**src/rtl/vnu_pipe_if.sv**
```systemverilog
// vnu_pipe_if: streaming bus of the variable node unit.
//   in_valid/in_ready   input beat handshake (master drives valid, slave drives ready)
//   first_iter          beat belongs to iteration 0, all CNU messages read as 0
//   x_in                DV sign-magnitude CNU messages, lane i = x_in[i*MSG_W +: MSG_W]
//   z_in                two's complement intrinsic LLR
//   out_valid/out_ready output beat handshake (slave drives valid, master drives ready)
//   y_out               DV sign-magnitude extrinsic messages, lane order matches x_in
//   hard_dec            hard decision of the beat
interface vnu_pipe_if #(
    parameter int DV    = 3,
    parameter int MSG_W = 5,
    parameter int LLR_W = 5
);
    logic                  in_valid;
    logic                  in_ready;
    logic                  first_iter;
    logic [DV*MSG_W-1:0]   x_in;
    logic [LLR_W-1:0]      z_in;
    logic                  out_valid;
    logic                  out_ready;
    logic [DV*MSG_W-1:0]   y_out;
    logic                  hard_dec;

    modport master (
        output in_valid, first_iter, x_in, z_in, out_ready,
        input  in_ready, out_valid, y_out, hard_dec
    );

    modport slave (
        input  in_valid, first_iter, x_in, z_in, out_ready,
        output in_ready, out_valid, y_out, hard_dec
    );
endinterface

```
**src/rtl/vnu_pipe.sv**
```systemverilog
// vnu_pipe: two-stage pipelined min-sum LDPC variable node unit of column degree DV.
//   clk        rising-edge clock
//   rst_n      asynchronous active-low reset
//   bus        vnu_pipe_if slave: input beat (x_in, z_in, first_iter) and output beat (y_out, hard_dec)
//   clr_cnt    synchronous clear of sat_count, wins over an increment
//   sat_count  number of clamped output lanes since reset/clear, saturating
module vnu_pipe #(
    parameter int DV    = 3,
    parameter int MSG_W = 5,
    parameter int LLR_W = 5,
    parameter int CNT_W = 16
) (
    input  logic             clk,
    input  logic             rst_n,
    vnu_pipe_if.slave        bus,
    input  logic             clr_cnt,
    output logic [CNT_W-1:0] sat_count
);
    localparam int MAX_W = MSG_W > LLR_W ? MSG_W : LLR_W;
    localparam int SUM_W = MAX_W + $clog2(DV + 1);
    localparam int NW    = $clog2(DV + 1);
    localparam int MAG_W = MSG_W - 1;
    localparam logic [SUM_W-1:0] MAX_MAG = SUM_W'((1 << MAG_W) - 1);

    logic signed [SUM_W-1:0] x_tc [DV];
    logic signed [SUM_W-1:0] t_d, t_q;
    logic signed [SUM_W-1:0] e_d [DV];
    logic signed [SUM_W-1:0] e_q [DV];
    logic        [SUM_W-1:0] abs_e [DV];
    logic [DV-1:0]           sat_lane;
    logic                    s1_v_q, s2_v_q;
    logic                    s1_load, s1_move, s2_load;
    logic [DV*MSG_W-1:0]     y_d, y_q;
    logic                    hd_d, hd_q;
    logic [NW-1:0]           nsat;
    logic [CNT_W+NW-1:0]     cnt_sum;
    logic [CNT_W-1:0]        cnt_d, cnt_q;

    // S2 frees up when empty or drained; S1 can take a beat when empty or draining into S2.
    assign s2_load      = !s2_v_q || bus.out_ready;
    assign s1_move      = s1_v_q && s2_load;
    assign bus.in_ready = !s1_v_q || s1_move;
    assign s1_load      = bus.in_valid && bus.in_ready;

    // Stage 1: sign-magnitude to two's complement (-0 becomes 0), total and leave-one-out sums.
    always_comb begin
        t_d = SUM_W'($signed(bus.z_in));
        for (int i = 0; i < DV; i++) begin
            x_tc[i] = bus.first_iter ? '0 :
                      bus.x_in[i*MSG_W+MAG_W] ? -SUM_W'(bus.x_in[i*MSG_W +: MAG_W])
                                              :  SUM_W'(bus.x_in[i*MSG_W +: MAG_W]);
            t_d = t_d + x_tc[i];
        end
        for (int i = 0; i < DV; i++)
            e_d[i] = t_d - x_tc[i];
    end

    // Stage 2: back to sign-magnitude with magnitude clamp; a zero result keeps sign 0.
    always_comb begin
        y_d      = '0;
        nsat     = '0;
        sat_lane = '0;
        for (int i = 0; i < DV; i++) begin
            abs_e[i]    = e_q[i][SUM_W-1] ? -e_q[i] : e_q[i];
            sat_lane[i] = abs_e[i] > MAX_MAG;
            y_d[i*MSG_W +: MSG_W] = {e_q[i][SUM_W-1],
                                     sat_lane[i] ? MAX_MAG[MAG_W-1:0] : abs_e[i][MAG_W-1:0]};
            nsat = nsat + NW'(sat_lane[i]);
        end
        hd_d = t_q[SUM_W-1] || t_q == '0;
    end

    // Counter sum carries NW extra bits so any overflow is visible and clamps to all-ones.
    assign cnt_sum = {{NW{1'b0}}, cnt_q} + {{CNT_W{1'b0}}, nsat};
    assign cnt_d   = clr_cnt  ? '0 :
                     !s1_move ? cnt_q :
                     |cnt_sum[CNT_W+NW-1:CNT_W] ? '1 : cnt_sum[CNT_W-1:0];

    always_ff @(posedge clk or negedge rst_n) begin
        if (!rst_n) begin
            s1_v_q <= 1'b0;
            s2_v_q <= 1'b0;
            t_q    <= '0;
            e_q    <= '{default: '0};
            y_q    <= '0;
            hd_q   <= 1'b0;
            cnt_q  <= '0;
        end else begin
            cnt_q <= cnt_d;
            if (bus.in_ready)
                s1_v_q <= bus.in_valid;
            if (s1_load) begin
                t_q <= t_d;
                e_q <= e_d;
            end
            if (s2_load)
                s2_v_q <= s1_v_q;
            // Output data only changes on a real transfer, so it holds while stalled.
            if (s1_move) begin
                y_q  <= y_d;
                hd_q <= hd_d;
            end
        end
    end

    assign bus.out_valid = s2_v_q;
    assign bus.y_out     = y_q;
    assign bus.hard_dec  = hd_q;
    assign sat_count     = cnt_q;
endmodule

```
**src/flat_wrapper.sv**
```systemverilog
// flat-port wrapper written by rule: the top's interface ports become plain ports
module vnu_pipe_flat 
#(
    parameter int DV    = 3,
    parameter int MSG_W = 5,
    parameter int LLR_W = 5,
    parameter int CNT_W = 16
)
  (clk, rst_n, clr_cnt, sat_count, bus_in_valid, bus_first_iter, bus_x_in, bus_z_in, bus_out_ready, bus_in_ready, bus_out_valid, bus_y_out, bus_hard_dec);
  vnu_pipe_if #(.DV(DV), .MSG_W(MSG_W), .LLR_W(LLR_W)) bus_i ();
  input  logic clk;
  input  logic rst_n;
  input  logic clr_cnt;
  output logic [CNT_W-1:0] sat_count;
  input wire logic [$bits(bus_i.in_valid)-1:0] bus_in_valid;
  input wire logic [$bits(bus_i.first_iter)-1:0] bus_first_iter;
  input wire logic [$bits(bus_i.x_in)-1:0] bus_x_in;
  input wire logic [$bits(bus_i.z_in)-1:0] bus_z_in;
  input wire logic [$bits(bus_i.out_ready)-1:0] bus_out_ready;
  output wire logic [$bits(bus_i.in_ready)-1:0] bus_in_ready;
  output wire logic [$bits(bus_i.out_valid)-1:0] bus_out_valid;
  output wire logic [$bits(bus_i.y_out)-1:0] bus_y_out;
  output wire logic [$bits(bus_i.hard_dec)-1:0] bus_hard_dec;
  assign bus_i.in_valid = bus_in_valid;
  assign bus_i.first_iter = bus_first_iter;
  assign bus_i.x_in = bus_x_in;
  assign bus_i.z_in = bus_z_in;
  assign bus_i.out_ready = bus_out_ready;
  assign bus_in_ready = bus_i.in_ready;
  assign bus_out_valid = bus_i.out_valid;
  assign bus_y_out = bus_i.y_out;
  assign bus_hard_dec = bus_i.hard_dec;
  vnu_pipe #(.DV(DV), .MSG_W(MSG_W), .LLR_W(LLR_W), .CNT_W(CNT_W)) u_core (.clk(clk), .rst_n(rst_n), .bus(bus_i), .clr_cnt(clr_cnt), .sat_count(sat_count));
endmodule
```
**config.mk**
```make
export PLATFORM = sky130hd
export DESIGN_NAME = vnu_pipe_flat
export DESIGN_NICKNAME = d
export VERILOG_FILES = /design/src/rtl/vnu_pipe_if.sv /design/src/rtl/vnu_pipe.sv /design/src/flat_wrapper.sv
export SDC_FILE = /design/constraint.sdc
export NUM_CORES = 1
export LEC_CHECK = 0
export BUFFER_PORTS_ARGS = -buffer_cell sky130_fd_sc_hd__buf_2
export CORE_UTILIZATION = 53
export DETAILED_ROUTE_END_ITERATION = 10
export PLACE_DENSITY = 0.83
export SETUP_SLACK_MARGIN = 0.1
export SLEW_MARGIN = 20
export SYNTH_ARGS = -nofsm -noshare
export SYNTH_HDL_FRONTEND = slang
export SYNTH_SLANG_ARGS = --single-unit
```
**constraint.sdc**
```tcl
create_clock -name clk -period 3.9 [get_ports clk]
set_input_delay 0.78 -clock clk [delete_from_list [all_inputs] [get_ports clk]]
set_output_delay 0.78 -clock clk [all_outputs]
set_load 0.01 [all_outputs]
```
---- Yosys cells after proc, flatten, opt, wreduce, memory -nomap -nowiden ----
Cells that the tools add are included.
word-level totals
  bits in registers ....................... 62
  latch bits .............................. 0
  RAM bits ................................ 0
  ROM bits ................................ 0
  bits of input ports ..................... 26
  output and inout port bits .............. 34
  word-level logic and storage cells ...... 52
  memories ................................ 0
cells by class
  add/subtract/negate cells ............... 15
  multipliers ............................. 0
  divide/modulo/power cells ............... 0
  magnitude comparators ................... 3
  equality and inequality tests ........... 0
  shift-type cells ........................ 0
  mux-type cells .......................... 15
  bitwise gates (word level) .............. 0
  reduce and logical (&&, ||, !) cells .... 10
operators by type and width
  operator            count
  $mux 7              9
  $mux 16             3
  $gt 7x4->1 const B  3
  $neg 4->7           3
  $neg 7->7           3
  $sub 7x7->7         3
  $add 16x2->17       1
  $add 7x7->7         2
  $mux 4              3
  $add 5x7->7         1
  $logic_not 7->1     1
  $logic_or 1x1->1    3
  $add 1x1->2         1
  $add 2x1->2         1
  $logic_and 1x1->1   2
  $logic_not 1->1     2
  $reduce_bool 2->1   1
  $reduce_or 2->1     1

---- Longest topological paths before layout ----
  depth in word-level cells ............... 10
  depth in mapped cells ................... 19
  mapped depth without buffers ............ 19

---- Worst setup path after synthesis ----
No wires, ideal clock.
  path kind ............................... input port to flip-flop
  from .................................... in bus_x_in[10]
  to ...................................... reg u_core.e_q[13] (netlist bit)
  setup time .............................. 0.134 ns
  arrival ................................. 4.579 ns
  data required time ...................... 3.766 ns
  path slack .............................. -0.813 ns
  stages on the path ...................... 19
  cell sequence ........................... inv_1 > ha_1 > nand2b_1 > xnor2_1 > nand2b_1 > fa_1 > fa_1 > inv_1 > ha_1 > a21o_1 > a21oi_1 > xnor2_1 > ha_1 > and2_1 > a311o_1 > a21oi_1 > xnor2_1 > xnor2_1 > o21ai_0
on the way
  longest elaborated chain between the ends .. 5
RTL lines
  element                 line                RTL
  start: declaration      flat_wrapper.sv:17  input wire logic [$bits(bus_i.x_in)-1:0] bus_x_in;
  $neg 4->7               vnu_pipe.sv:50      bus.x_in[i*MSG_W+MAG_W] ? -SUM_W'(bus.x_in[i*MSG_W +: MAG_W])
  $mux 7 (*)              vnu_pipe.sv:50
  $mux 7 (*)              vnu_pipe.sv:49      x_tc[i] = bus.first_iter ? '0 :
  $add 7x7->7 (*)         vnu_pipe.sv:52      t_d = t_d + x_tc[i];
  net u_core.t_d[4]       vnu_pipe.sv:26      logic signed [SUM_W-1:0] t_d, t_q;
  $sub 7x7->7 (*)         vnu_pipe.sv:55      e_d[i] = t_d - x_tc[i];
  end signal: assignment  vnu_pipe.sv:84      e_q <= '{default: '0};
  end signal: assignment  vnu_pipe.sv:94      e_q <= e_d;
  end: declaration        vnu_pipe.sv:28      logic signed [SUM_W-1:0] e_q [DV];
The timed path passes the listed nets; every way through them passes the cells marked *.
A chain may end at the register's enable or synchronous reset.

---- Final worst setup path ----
  from .................................... in bus_x_in[11]
  to ...................................... reg u_core.e_q[13] (netlist bit)
The elaborated chain is that of the path after synthesis.

==> results.yml <==
run_status:
  status: "complete, but fails checks"
  violations: "setup timing"
timing:
  fmaxAchievable_mhz: 222
  min_period_ns: 4.51
  slew_headroom_pct: 50.7
  worst_slack_ns: -0.613
  rsz0062_at_grt: "yes"
  fin_setup_tns_ns: -5.06
  worstMarginPinSlew_ns: 0.738
  hold_viol_final: 0
  setup_viol: 14
  maxSlewViolCount: 0
  clock_skew_ns: 0.00529
  period_share_pct: 116
synthesis:
  synth-compound-area-share_pct: 16.6
  synth_top_family_by_area: "simple AND/OR/NAND/NOR gates"
  syn_area_per_cell_um2: 8.98
  synth_mux_area_share_pct: 1.35
  synthAdderAreaFrac_pct: 16.3
  ys_seq_area_share_pct: 34.2
  synth_cell_types: 51
  synthCells: 505
  async_reset_ff_share_pct: 100
  synthTopCellsByCount: "nand2_1, dfrtp_1, inv_1"
  syn-num-nets: 580
  synthXorXnorAreaFrac_pct: 6.16
  yosysMostFrequentCell: "nand2_1"
  synthSimpleGateAreaFrac_pct: 19.6
  synth_top_area_share_pct: 34.2
  synth_enable_flop_cells: 0
  syn_area_um2: 4530
  synth_flop_cell: "dfrtp_1"
  synth_top_area_cell: "dfrtp_1"
  yosysWarningCount: 0
  synth-seq-cells: 62
  yosys-top-cells-area: "dfrtp_1, ha_1, fa_1"
pwr:
  internal_power_mw: 2.74
  p_sw_share_pct: 41.5
  netSwitchingPower_mw: 1.95
  vdd_ir_drop_max_v: 0.000329
  pwr-share-clk_pct: 10.5
  power_density_nw_per_um2: 741
  total_power_mw: 4.68
  comb_power_share_pct: 66.8
  power_leakage_nw: 3.05
  seq_power_share_pct: 22.7
setup_path:
  critPathLaunchType: "input port"
  required_ns: 4.11
  crit_top_cell: "ha_4"
  cp-end-kind: "flop"
  path_cells: "buf_8 -> inv_6 -> ha_4 -> nand2b_4 -> xnor2_2 -> nand2b_1 -> fa_1 -> fa_1 -> inv_2 -> ha_4 -> a21o_1 -> a21oi_4 -> xnor2_2 -> buf_4 -> ha_4 -> and2_4 -> a311o_1 -> a21oi_2 -> xnor2_1 -> xnor2_1 -> o21ai_1"
  crit_fanout: 3
  critPathMaxStageDelay_ns: 0.57
  cp.arrival_ns: 4.72
  criticalPathCategory: "in2reg"
  worst_path_max_delay_cell: "fa_1"
clock_tree:
  cts.clk_slew.worst_paths_ns: 0.07
  clockBufferDepth: 2
  numCtsBuffers: 9
  cts-root-buf: "clkbuf_8"
  holdBufCountCts: 0
  h-tree-depth: 3
  numClockSinks: 62
  cts_tree: "yes"
  clock_latency_ns: 0.34
final_layout:
  finish.utilization_pct: 76.5
  final_nets: 733
  drive_gt1_share_pct: 38.9
  nFillCells: 506
  n_antenna_cell: 0
  area_growth_pct: 39.4
grt:
  grt_max_degree: 45
  grt_remaining_overflow: 0
  grt_pass1_vias: 4366
  grt_antenna_before_repair: 0
  track_usage_pct: 29.3
  grt_pass1_wl_mm: 20.1
routing:
  ant_nets: 0
  wl_per_cell_um: 17.1
  drc_errors: 0
  drtPass1Iterations: 5
  vias: 4402
  drtIter0Drc: 299
  drt-total-wl_mm: 13.1
  via_per_inst: 5.73
floorplan:
  start_util_pct: 54.9
  die_h_um: 94.5
  num_rows: 33
  die_w_um: 94.5
  io_pins: 60
  fp.coreArea_um2: 8260
  die_area_um2: 8930
placement:
  io_buffers: 59
  post-place-ws_ns: -1.00
  hpwlAfterDp_mm: 8.07
  place_congestion: 0.889
flow_run:
  cap_violations: 0
hold_path:
  hold_class: "in2async"
worst max-delay path: cells and delay by family:
family                   cells  cell delay [ns]
AO/OA/AOI/OAI                5             0.90
adder cells (fa/ha/maj)      5             1.68
AND/OR/NAND/NOR              3             0.43
buffers and inverters        4             0.36
XOR/XNOR                     4             0.59
worst paths after layout:
check / slack [ns] / cells past startpoint / to / startpoint
max: -0.61 / 21 / u_core.e_q[13] / bus_x_in[11]
min: 0.45 / 1 / u_core.bus.y_out[6] / rst_n
max reg2reg: 0.26 / 13 / u_core.sat_count[0] / u_core.e_q[8]
min reg2reg: 0.47 / 2 / u_core.bus.y_out[12] / u_core.bus.y_out[12]
max in group asynchronous: 2.58 / 2 / u_core.e_q[17] / rst_n
min in group clk: 0.47 / 2 / u_core.bus.y_out[12] / u_core.bus.y_out[12]
layout make-up:
class / instances / area, um^2 / area share [%]
multi-input combinational: 376 / 3120 / 49.3
sequential: 62 / 1550 / 24.5
timing repair buffer: 157 / 1130 / 17.9
inverter: 52 / 220 / 3.48
clock buffer: 12 / 145 / 2.30
tap: 105 / 131 / 2.08
clock inverter: 4 / 22.5 / 0.356
cells in the final DEF (no fill, tap or decap), drive strengths merged, types with 12 or more instances in the layout:
| master | Yosys | layout |
|---|---|---|
| a21oi | 16 | 16 |
| o21ai | 40 | 40 |
| dfrtp | 62 | 62 |
| inv | 52 | 52 |
| nand2b | 20 | 20 |
| fa | 17 | 17 |
| xnor2 | 27 | 27 |
| nor2 | 26 | 26 |
| ha | 32 | 32 |
| nand2 | 80 | 80 |
| buf | 2 | 157 |
| clkbuf | 13 | 12 |
per-stage QoR:
stage	instances	hold slack, ns	instance area [um^2]
after floorplan	505	0.447	4630
after global placement	729	0.448	5560
after detailed placement	729	0.455	5560
after CTS	756	0.447	6090
after global routing	768	0.479	6320
final	768	0.445	6320
what timing repair did:
item,CTS,global route
endpoints found under the setup margin,20,32
gates resized for setup,57,35
pin swaps,40,35
setup buffers,14,13
power groups by stage:
stage               combinational, mW  sequential [mW]  clock [mW]
floorplan                        1.42             1.06           0
global placement                 2.19             1.04           0
detailed placement               2.31             1.06           0
CTS                              2.71             1.05       0.499
global route                     3.35             1.09       0.523
finish                           3.13             1.06       0.492
cells by family after synthesis:
logic type | count (synthesis)
xor+xnor | 31
fa+ha+maj | 49
flops | 62
compound gates | 113
mux | 6
buf+inv | 67
simple gates | 177
sequential cells by signal, indices dropped and copies added (netlist names):
| register | flops |
|---|---|
| u_core.t_q | 7 |
| u_core.bus.y_out | 15 |
| u_core.e_q | 21 |
| u_core.bus.out_valid | 1 |
| u_core.s1_v_q | 1 |
| u_core.sat_count | 16 |
| u_core.bus.hard_dec | 1 |
metal layers:
layer / vias to the layer above / wire, um / global-route usage (%)
met5: - / 0 / 0
met1: 2118 / 4910 / 31.5
met2: 190 / 6990 / 53.9
li1: 2025 / - / -
met3: 69 / 549 / 4.91
met4: 0 / 687 / 16.9
No activity file was read; power rests on OpenSTA's default activity.
